File: config.mk
export PLATFORM = sky130hd
export DESIGN_NAME = arb42_rr
export DESIGN_NICKNAME = d
export VERILOG_FILES = /design/src/rtl/arb42_pkg.sv /design/src/rtl/arb42_rr_pick.sv /design/src/rtl/arb42_rr.sv
export SDC_FILE = /design/constraint.sdc
export NUM_CORES = 1
export LEC_CHECK = 0
export BUFFER_PORTS_ARGS = -buffer_cell sky130_fd_sc_hd__buf_2
export CAP_MARGIN = 15
export CORE_MARGIN = 4
export CORE_UTILIZATION = 50
export CTS_CLUSTER_SIZE = 10
export DETAILED_ROUTE_END_ITERATION = 6
export PLACE_DENSITY = 0.75
export SYNTH_ARGS = -nofsm -noshare
export SYNTH_HDL_FRONTEND = slang
export SYNTH_HIERARCHICAL = 1
export SYNTH_SLANG_ARGS = --single-unit
File: constraint.sdc
create_clock -name clk -period 3.8 [get_ports clk]
set_input_delay 0.38 -clock clk [delete_from_list [all_inputs] [get_ports clk]]
set_output_delay 0.38 -clock clk [all_outputs]
set_load 0.005 [all_outputs]
File: src/rtl/arb42_pkg.sv
// Shared constants, state encodings and helpers for the arb42 round-robin arbiter.
package arb42_pkg;

  localparam int unsigned NUM_REQ = 4;
  localparam int unsigned IDX_W   = 2;
  localparam int unsigned CNT_W   = 8;

  localparam logic [0:0] IDLE = 1'b0;
  localparam logic [0:0] OWN  = 1'b1;

  // Index of the set bit of a one-hot (or all-zero) grant; zero maps to 0.
  function automatic logic [IDX_W-1:0] onehot_to_idx(input logic [NUM_REQ-1:0] oh);
    logic [IDX_W-1:0] idx;
    case (oh)
      4'b0010: idx = 2'd1;
      4'b0100: idx = 2'd2;
      4'b1000: idx = 2'd3;
      default: idx = 2'd0;
    endcase
    return idx;
  endfunction

endpackage

File: src/rtl/arb42_rr_pick.sv
// Rotate-priority picker: first set request searching ptr, ptr+1, ... (mod 4).
module arb42_rr_pick
  import arb42_pkg::*;
(
  input  logic [NUM_REQ-1:0] req,
  input  logic [IDX_W-1:0]   ptr,
  output logic [NUM_REQ-1:0] onehot,
  output logic               any
);

  logic [IDX_W-1:0] idx;
  logic             found;

  always_comb begin
    onehot = '0;
    found  = 1'b0;
    idx    = '0;
    for (int i = 0; i < NUM_REQ; i++) begin
      idx = ptr + IDX_W'(i);
      if (!found && req[idx]) begin
        onehot[idx] = 1'b1;
        found       = 1'b1;
      end
    end
  end

  assign any = |req;

endmodule

File: src/rtl/arb42_rr.sv
// Four-requester round-robin arbiter with hold-until-release grants.
// Optional forced revocation after MAX_HOLD cycles when ARB42_TIMEOUT_EN is defined.
module arb42_rr
  import arb42_pkg::*;
#(
  parameter int unsigned MAX_HOLD = 15
) (
  input  logic               clk,
  input  logic               rst_n,
  input  logic [NUM_REQ-1:0] req,
  output logic [NUM_REQ-1:0] grant,
  output logic [IDX_W-1:0]   grant_idx,
  output logic               grant_valid,
  output logic               timeout
);

  if (MAX_HOLD < 2 || MAX_HOLD > 255) begin : g_bad_max_hold
    $error("arb42_rr: MAX_HOLD must be in 2..255");
  end

  logic [0:0]         state, state_nxt;
  logic [IDX_W-1:0]   ptr, ptr_nxt;
  logic [NUM_REQ-1:0] grant_nxt;
  logic [NUM_REQ-1:0] pick_onehot;
  logic               pick_any;

  arb42_rr_pick u_pick (
    .req    (req),
    .ptr    (ptr),
    .onehot (pick_onehot),
    .any    (pick_any)
  );

`ifdef ARB42_TIMEOUT_EN
  localparam logic [CNT_W-1:0] HOLD_LAST = CNT_W'(MAX_HOLD - 1);

  logic [CNT_W-1:0] hold_cnt, hold_cnt_nxt;
  logic             timeout_nxt;
`endif

  // Next-state, grant and pointer update.
  always_comb begin
    state_nxt = state;
    grant_nxt = grant;
    ptr_nxt   = ptr;
`ifdef ARB42_TIMEOUT_EN
    hold_cnt_nxt = hold_cnt;
    timeout_nxt  = 1'b0;
`endif
    case (state)
      IDLE: begin
        grant_nxt = '0;
        if (pick_any) begin
          grant_nxt = pick_onehot;
          ptr_nxt   = onehot_to_idx(pick_onehot) + IDX_W'(1);
          state_nxt = OWN;
`ifdef ARB42_TIMEOUT_EN
          hold_cnt_nxt = '0;
`endif
        end
      end
      OWN: begin
`ifdef ARB42_TIMEOUT_EN
        if (hold_cnt != {CNT_W{1'b1}}) begin
          hold_cnt_nxt = hold_cnt + CNT_W'(1);
        end
`endif
        if ((req & grant) == '0) begin
          grant_nxt = '0;
          state_nxt = IDLE;
        end
`ifdef ARB42_TIMEOUT_EN
        else if (hold_cnt == HOLD_LAST) begin
          grant_nxt   = '0;
          timeout_nxt = 1'b1;
          state_nxt   = IDLE;
        end
`endif
      end
      default: begin
        grant_nxt = '0;
        state_nxt = IDLE;
      end
    endcase
  end

  // State and registered outputs; index and valid track the next grant.
  always_ff @(posedge clk or negedge rst_n) begin
    if (!rst_n) begin
      state       <= IDLE;
      ptr         <= '0;
      grant       <= '0;
      grant_idx   <= '0;
      grant_valid <= 1'b0;
    end else begin
      state       <= state_nxt;
      ptr         <= ptr_nxt;
      grant       <= grant_nxt;
      grant_idx   <= onehot_to_idx(grant_nxt);
      grant_valid <= |grant_nxt;
    end
  end

`ifdef ARB42_TIMEOUT_EN
  always_ff @(posedge clk or negedge rst_n) begin
    if (!rst_n) begin
      hold_cnt <= '0;
      timeout  <= 1'b0;
    end else begin
      hold_cnt <= hold_cnt_nxt;
      timeout  <= timeout_nxt;
    end
  end
`else
  assign timeout = 1'b0;
`endif

endmodule
Yosys cells after proc, flatten, opt, wreduce, memory -nomap -nowiden:

Index checks and enable logic that the tools add are counted.

* register bits: 10
* bits in latches: 0
* memory bits (writable): 0
* memory bits (read-only): 0
* output and inout port bits: 8
* memories kept: 0

* add/sub/neg operators: 4
* multiply operators: 0
* divide/modulo/power cells: 0
* order comparisons: 8
* equality and inequality tests: 6
* shift operators: 0
* multiplexer cells: 33
* bitwise logic cells: 5
* reduce and logical (&&, ||, !) cells: 14

Operators by type and width (number)
* $mux W4: 6
* $mux W1: 13
* $lt A2 B3 Y1 const B: 4
* $or A4 B4 Y4: 3
* $pmux W2 S3: 2
* $bmux W1 S2: 4
* $demux W1 S2: 4
* $eq A4 B2 Y1 const B: 2
* $eq A4 B3 Y1 const B: 2
* $eq A4 B4 Y1 const B: 2
* $ge A2 B1 Y1 const B: 4
* $pmux W4 S2: 1
* $reduce_or A4 Y1: 2
* $logic_and A1 B1 Y1: 7
* $add A2 B1 Y2 const B: 2
* $add A2 B2 Y2 const B: 2
* $and A4 B4 Y4: 1
* $logic_not A4 Y1: 1
* $mux W2: 2
* $logic_not A1 Y1: 3
* $pmux W1 S2: 1
* $reduce_and A2 Y1: 1
* $not A1 Y1: 1

Logic depth before layout (Yosys ltp):

Gate-level depths: netlist of the first run.

* depth after elaboration: 17
* mapped depth: 9
* gate-level depth less buffers: 9

Cells and area by module:

Netlist of the first run, hierarchy kept.

By module, submodules not included
* arb42_rr: times used 1, cells each 42, area an instance 494.2 um^2, seq. area each 250.2 um^2
* arb42_rr_pick: times used 1, cells each 37, area an instance 345.3 um^2, seq. area each 0.0 um^2

Worst setup path before layout of the first run:

OpenSTA, ideal clock, no wires.

* path type: register to register
* start: reg ptr[0]
* end: reg grant_idx[0]
* library setup time: 0.111 ns
* data arrival time: 2.372 ns
* data required time: 3.689 ns
* setup slack: 1.317 ns
* cell stages (with the launch flop): 10
* path buffers: 0
* cells stage by stage: dfrtp_1 inv_1 ha_1 mux4_2 nor4b_4 nand2_1 o211ai_1 xor2_1 nand2_1 a222oi_1

* longest elaborated chain between the ends: 16
* elaborated cells on any way between the ends: 53
* those cells by class: add/sub: 3; order compare: 8; eq/ne: 3; mux: 26; bitwise: 3; reduce/logical: 10

RTL lines
* start, declared: RTL line arb42_rr.sv:22 `logic [IDX_W-1:0] ptr, ptr_nxt;`
* start signal, assigned: RTL line arb42_rr.sv:97 `ptr <= ptr_nxt;`
* parallel branches: the longest is 11 deep, another holds $lt A2 B3 Y1
* $mux W4 (*): RTL line arb42_rr_pick.sv:20 `if (!found && req[idx]) begin`
* net pick_onehot[3]: RTL line arb42_rr.sv:24 `logic [NUM_REQ-1:0] pick_onehot;`
* $mux W4 (*): RTL line arb42_rr.sv:53 `if (pick_any) begin`
* $pmux W4 S2 (*): RTL line arb42_rr.sv:50 `case (state)`
* $eq A4 B4 Y1 (tied with other cells): RTL line arb42_pkg.sv:14 `case (oh)`
* $pmux W2 S3 (*): RTL line arb42_pkg.sv:14
* end signal, assigned: RTL line arb42_rr.sv:99 `grant_idx <= onehot_to_idx(grant_nxt);`
* end, declared: RTL line arb42_rr.sv:12 `output logic [IDX_W-1:0] grant_idx,`

Mark *: on every way through the listed nets, which the timed path passes. The select of a mux whose other input is x is not followed.
A chain may end at the register's enable or synchronous reset.

Final worst setup path of the first run:

Ends and elaborated chain as after synthesis.

==> results.cfg, run 1 <==
[synth]
yosysUniqueCellTypes = 32
yosysWarnings = 6
synth_top_area_share_pct = 29.8
synth_top_family_by_area = compound AO/OA/AOI/OAI gates
synth-seq-cells = 10
ys_seq_area_share_pct = 29.8
syn_area_um2 = 840
synth_edf_count = 0
ys.flop_type = dfrtp_1
synth_nets = 91
synth_cells = 79
synthAdderAreaFrac_pct = 8.94
synth-compound-area-share_pct = 23.8
synth-simple-area-share_pct = 12.8
synth_xor_area_share_pct = 5.22
synth.top_cells.by_count = dfrtp_1 (10), nand2_1 (8), inv_1 (7)
syn_avg_cell_area_um2 = 10.6
synthMuxAreaShare_pct = 13.0
synth_area_leaders = dfrtp_1 (30%), ha_1 (8.9%), mux4_1 (6.3%), mux4_2 (5.4%), a21o_2 (4.2%)
synth_area_leader_cell = dfrtp_1
synth_most_common_cell = dfrtp_1
async_reset_ff_share_pct = 100

[clocking]
numCtsBuffers = 3
clk_pin_slew_ns = 0.07
cts.sinks = 10
cts_root_buf = clkbuf_4
post_cts_resized = 0
clockBufferDepth = 2
insertion_delay_ns = 0.27
htree_levels = 1
cts_tree = done

[die]
initial_utilization_pct = 54.5
rows = 14
fp.dieH_um = 49.0
dieArea_um2 = 2400
num_io_pins = 14
core_um2 = 1540
die_w_um = 49.0

[cells_and_area]
stdcell_area_um2 = 942
diodes = 0
syn2layout_area_growth_pct = 12.2
drive_gt1_share_pct = 32.3
layout.nets = 106
fill_cells = 132
multi_input_area_um2 = 539
regArea_um2 = 250

[power_and_ir_drop]
netSwitchingFraction_pct = 43.5
clockPowerShare_pct = 13.3
p_int_w = 0.000420
peakVddDrop_uv = 404
leakagePower_nw = 0.454
power_switching_w = 0.000324
pwr-share-comb_pct = 60.3
seqPwrFrac_pct = 26.4
p_per_area_nw_per_um2 = 790

[critical_path]
cp-end-kind = flip-flop
cp-start-kind = flip-flop
cp_slowest_cell = dfrtp_1
cpPeakStageDelay_ns = 0.54
worstPathCellList = inv_1 -> ha_1 -> mux4_2 -> nor2_1 -> nand2_1 -> o211ai_1 -> xor2_1 -> nand2_1 -> a222oi_1
critical_path_arrival_ns = 3.06
crit_top_cell = nand2_1
worst_ep_required_time_ns = 3.96
path_class = flip-flop to flip-flop
path_max_fanout = 9
ff2ff_setup_slack_ns = 0.90

[placed_design]
dp_hpwl_um = 1330
place_ws_ns = 0.982
globalplace.congestion = 0.805
io_buffers = 12
dpl_cell_area_um2 = 896

[sta]
min_period_over_period_pct = 76.2
rsz0062_at_grt = no
min_period_ns = 2.90
worst_pin_slew_ns = 0.690
finalWorstSetupSlack_ns = 0.904
holdWs_ns = 0.482
clock_skew_ns = 0.000623
hold_violations = 0
setup_viol = 0
drv_slew = 0
fin_setup_tns_ns = 0
timing.fmax_mhz = 345
relSlewSlack_pct = 53.9

[grt]
grt_max_degree = 12
overflow = 0
antenna_found_initial = 0
globalRouteTotalUtil_pct = 16.3
grt_pass1_wl_um = 3070
grt_pass1_vias = 664

[outcome]
status = complete, no violations

[route]
via_count = 661
dr.pass1.iters = 4
routed_via_density = 6.06
post_drt_wl_per_cell_um = 16.0
drt_iter0_drc = 24
drt-total-wl_um = 1740
drtAntennaViolNets = 0
drc = 0

[hold_path]
hold_class = primary input to async pin

[run]
max_cap_viol_count = 0
worst max-delay path, delay by kind of cell, from the launching register on:
family | cells | cell delay, ns
AO/OA/AOI/OAI | 2 | 0.79
XOR/XNOR | 1 | 0.22
adder cells (fa/ha/maj) | 1 | 0.34
buffers and inverters | 1 | 0.15
flip-flops | 1 | 0.54
multiplexers | 1 | 0.38
AND/OR/NAND/NOR | 3 | 0.36
state kept, by name (all words and copies together), names as in the netlist:
name	cells
grant_idx	2
ptr	2
state	1
grant	4
grant_valid	1
layout make-up:
type,instances,share of cell area [%]
multi-input combinational,59,57.2
clock buffer,4,3.85
inverter,7,2.79
tap,16,2.12
timing repair buffer,13,7.44
sequential,10,26.6
power groups by stage:
stage | combinational [W] | clock, W | sequential, W
3_5_place_dp | 0.000441 | 0 | 0.000199
3_3_place_gp | 0.000434 | 0 | 0.000196
4_1_cts | 0.000447 | 0.000102 | 0.000197
6_report | 0.000449 | 0.0000989 | 0.000196
5_1_grt | 0.000489 | 0.000108 | 0.000206
2_1_floorplan | 0.000354 | 0 | 0.000191
metal layers:
layer  vias to the layer above  GRT usage (%)  routed length [µm]
met2                        17           24.8                 839
met5                         -              0                   0
li1                        319              -                   -
met4                         0           4.93                   9
met1                       323           21.7                 811
met3                         2           5.50                  80
worst paths after layout:
kind | cells after the start | end | start
worst max-delay path | 9 | grant_idx[0]$_DFF_PN0_ | ptr[0]$_DFFE_PN0P_
worst min-delay path | 2 | grant_valid$_DFF_PN0_ | rst_n
worst max register to register | 9 | grant_idx[0]$_DFF_PN0_ | ptr[0]$_DFFE_PN0P_
worst min register to register | 1 | grant[0]$_DFF_PN0_ | grant[0]$_DFF_PN0_
max in group asynchronous | 2 | grant_idx[0]$_DFF_PN0_ | rst_n
min in group clk | 1 | grant[0]$_DFF_PN0_ | grant[0]$_DFF_PN0_
kinds of logic (layout without fill, tap and decap cells):
logic type / count (synthesis) / in the layout
buffers and inverters: 10 / 24
xor gates and xnor gates: 5 / 5
other: 1 / 1
and+or+nand+nor: 18 / 18
AOI/OAI and AO/OA: 24 / 24
adders and majority gates: 6 / 6
DFF: 10 / 10
muxes: 5 / 5
placed cells by master (no fill, tap or decap), drive strengths merged, types with 3 or more instances in the layout:
| master | instances |
|---|---|
| nand2 | 8 |
| a21o | 4 |
| o211ai | 4 |
| clkbuf | 4 |
| or2 | 3 |
| mux4 | 4 |
| a22oi | 3 |
| a22o | 3 |
| buf | 12 |
| a21oi | 4 |
| ha | 6 |
| xor2 | 4 |
| dfrtp | 10 |
| inv | 7 |
metrics by stage:
stage                     utilization, %  cells  total power, W
after floorplan                        -     79        0.000546
after global placement              58.1    104        0.000629
after detailed placement            58.1    104        0.000640
after CTS                           61.1    109        0.000745
after global routing                61.1    109        0.000804
final                               61.1    109        0.000744
timing repair:
action / in CTS / in global routing
hold buffers: 1 / 0
hold endpoints to repair: 10 / 0
setup buffers: 0 / 0
(Power assumes the default switching activity.)
==> run 2, diff against run 1 <==
- clock period: 3.8 -> 2.7 ns (I/O delays scaled with it)
==> results.cfg, run 2 (synthesis gave the netlist of run 1 again) <==
[route]
drt-total-wl_um = 2050
post_drt_wl_per_cell_um = 17.7
dr.pass1.iters = 4
drc = 0
drt_iter0_drc = 40
via_count = 722
routed_via_density = 6.22
drtAntennaViolNets = 0

[clocking]
clk_pin_slew_ns = 0.07
numCtsBuffers = 3
cts.sinks = 10
cts_tree = done
clockBufferDepth = 2
htree_levels = 1
cts_root_buf = clkbuf_4
insertion_delay_ns = 0.28

[critical_path]
worst_ep_required_time_ns = 2.89
path_class = flip-flop to flip-flop
cp-start-kind = flip-flop
rr_startpoint = ptr[0]$_DFFE_PN0P_
crit_top_cell = buf_4
cpPeakStageDelay_ns = 0.59
worstPathCellList = buf_4 -> mux4_2 -> nor4b_4 -> nand2_1 -> o211ai_1 -> buf_4 -> xor2_1 -> a22oi_1 -> nor3b_1
cp_slowest_cell = mux4_2
crit_start = ptr[0]$_DFFE_PN0P_
cp-end-kind = flip-flop
path_max_fanout = 5
critical_path_arrival_ns = 2.78

[power_and_ir_drop]
peakVddDrop_uv = 498
p_int_w = 0.000632
netSwitchingFraction_pct = 43.8
p_per_area_nw_per_um2 = 1120
pwr-share-comb_pct = 67.1
power_switching_w = 0.000492
power.total_w = 0.00112
clockPowerShare_pct = 9.8
seqPwrFrac_pct = 23.1
leakagePower_nw = 0.480

[cells_and_area]
finalNonFillerCells = 116
syn2layout_area_growth_pct = 19.4
drive_gt1_share_pct = 42.0
fin_util_pct = 65.0
fill_cells = 118
layout.nets = 114
top_register = grant
diodes = 0
final_common_cell = buf_2
largest_reg_flops = 4
top_regs = grant x4, grant_idx x2, ptr x2
layout_common_cells = buf_2 (12), dfrtp_1 (10), buf_4 (8)

[placed_design]
globalplace.congestion = 0.874
dp_hpwl_um = 1460
dp_cells = 107
place_ws_ns = 0.108
io_buffers = 12

[sta]
relSlewSlack_pct = 53.0
min_period_over_period_pct = 96.0
holdWs_ns = 0.400
timing.fmax_mhz = 386
clock_skew_ns = 0.00571
setup_viol = 0
finalWorstSetupSlack_ns = 0.108
hold_violations = 0
worst_pin_slew_ns = 0.704
drv_slew = 0
min_period_ns = 2.59

[die]
num_io_pins = 14
rows = 14
initial_utilization_pct = 54.5
fp.dieH_um = 49.0
core_um2 = 1540
die_w_um = 49.0
dieArea_um2 = 2400

[grt]
globalRouteTotalUtil_pct = 18.1
grt_pass1_wl_um = 3400
antenna_found_initial = 0
grt_max_degree = 12
grt_pass1_vias = 687
overflow = 0

[hold_path]
hold_class = primary input to async pin

[run]
max_cap_viol_count = 0

[outcome]
status = complete, no violations
==> run 2: per-layer routing <==
metal | part of all wire (%) | vias up | track usage [%]
li1 | - | 334 | -
met3 | 5.7 | 4 | 4.89
met4 | 2.0 | 0 | 6.73
met2 | 48 | 29 | 28.7
met1 | 45 | 355 | 23.4
met5 | 0 | - | 0
==> run 2: worst paths after layout <==
check                      slack (ns)                endpoint  cells after the start
max                              0.11  grant_idx[1]$_DFF_PN0_                      9
min                              0.40      grant[3]$_DFF_PN0_                      2
max reg2reg                      0.11  grant_idx[1]$_DFF_PN0_                      9
min reg2reg                      0.61      grant[0]$_DFF_PN0_                      1
max in group asynchronous        2.10      grant[1]$_DFF_PN0_                      2
min in group clk                 0.53      grant[1]$_DFF_PN0_                      5
==> run 2: power groups by stage <==
stage	Clock [W]	Combinational [W]	Sequential, W
4_1_cts	0.000109	0.000673	0.000259
6_report	0.000110	0.000754	0.000260
2_1_floorplan	0	0.000499	0.000270
3_5_place_dp	0	0.000663	0.000262
3_3_place_gp	0	0.000651	0.000258
5_1_grt	0.000115	0.000834	0.000270
==> run 2: area by class of cell <==
| class | instances | area (µm²) | area share (%) |
|---|---|---|---|
| tap | 16 | 20.0 | 2.00 |
| timing repair buffer | 21 | 130 | 13.0 |
| clock buffer | 3 | 22.5 | 2.25 |
| inverter | 7 | 26.3 | 2.62 |
| sequential | 10 | 250 | 25.0 |
| multi-input combinational | 59 | 553 | 55.2 |
==> run 2: critical path, delay by kind of cell (launching register included) <==
kind / cells / cell delay (ns)
AND/OR/NAND/NOR: 3 / 0.64
multiplexers: 1 / 0.59
flip-flops: 1 / 0.42
buffers and inverters: 2 / 0.35
AO/OA/AOI/OAI: 2 / 0.34
XOR/XNOR: 1 / 0.15
==> run 2: through the flow <==
stage	instance area [µm²]	TNS (ns)
2_1_floorplan	840	0
3_3_place_gp	918	0
3_5_place_dp	918	0
4_1_cts	951	0
5_1_grt	1000	-0.0753
6_report	1000	0
==> run 2: timing repair <==
item,CTS,global route
resized for setup,0,5
endpoints found under the hold margin,10,0
buffers inserted,0,5
hold buffers,1,0
setup endpoints to repair,0,4
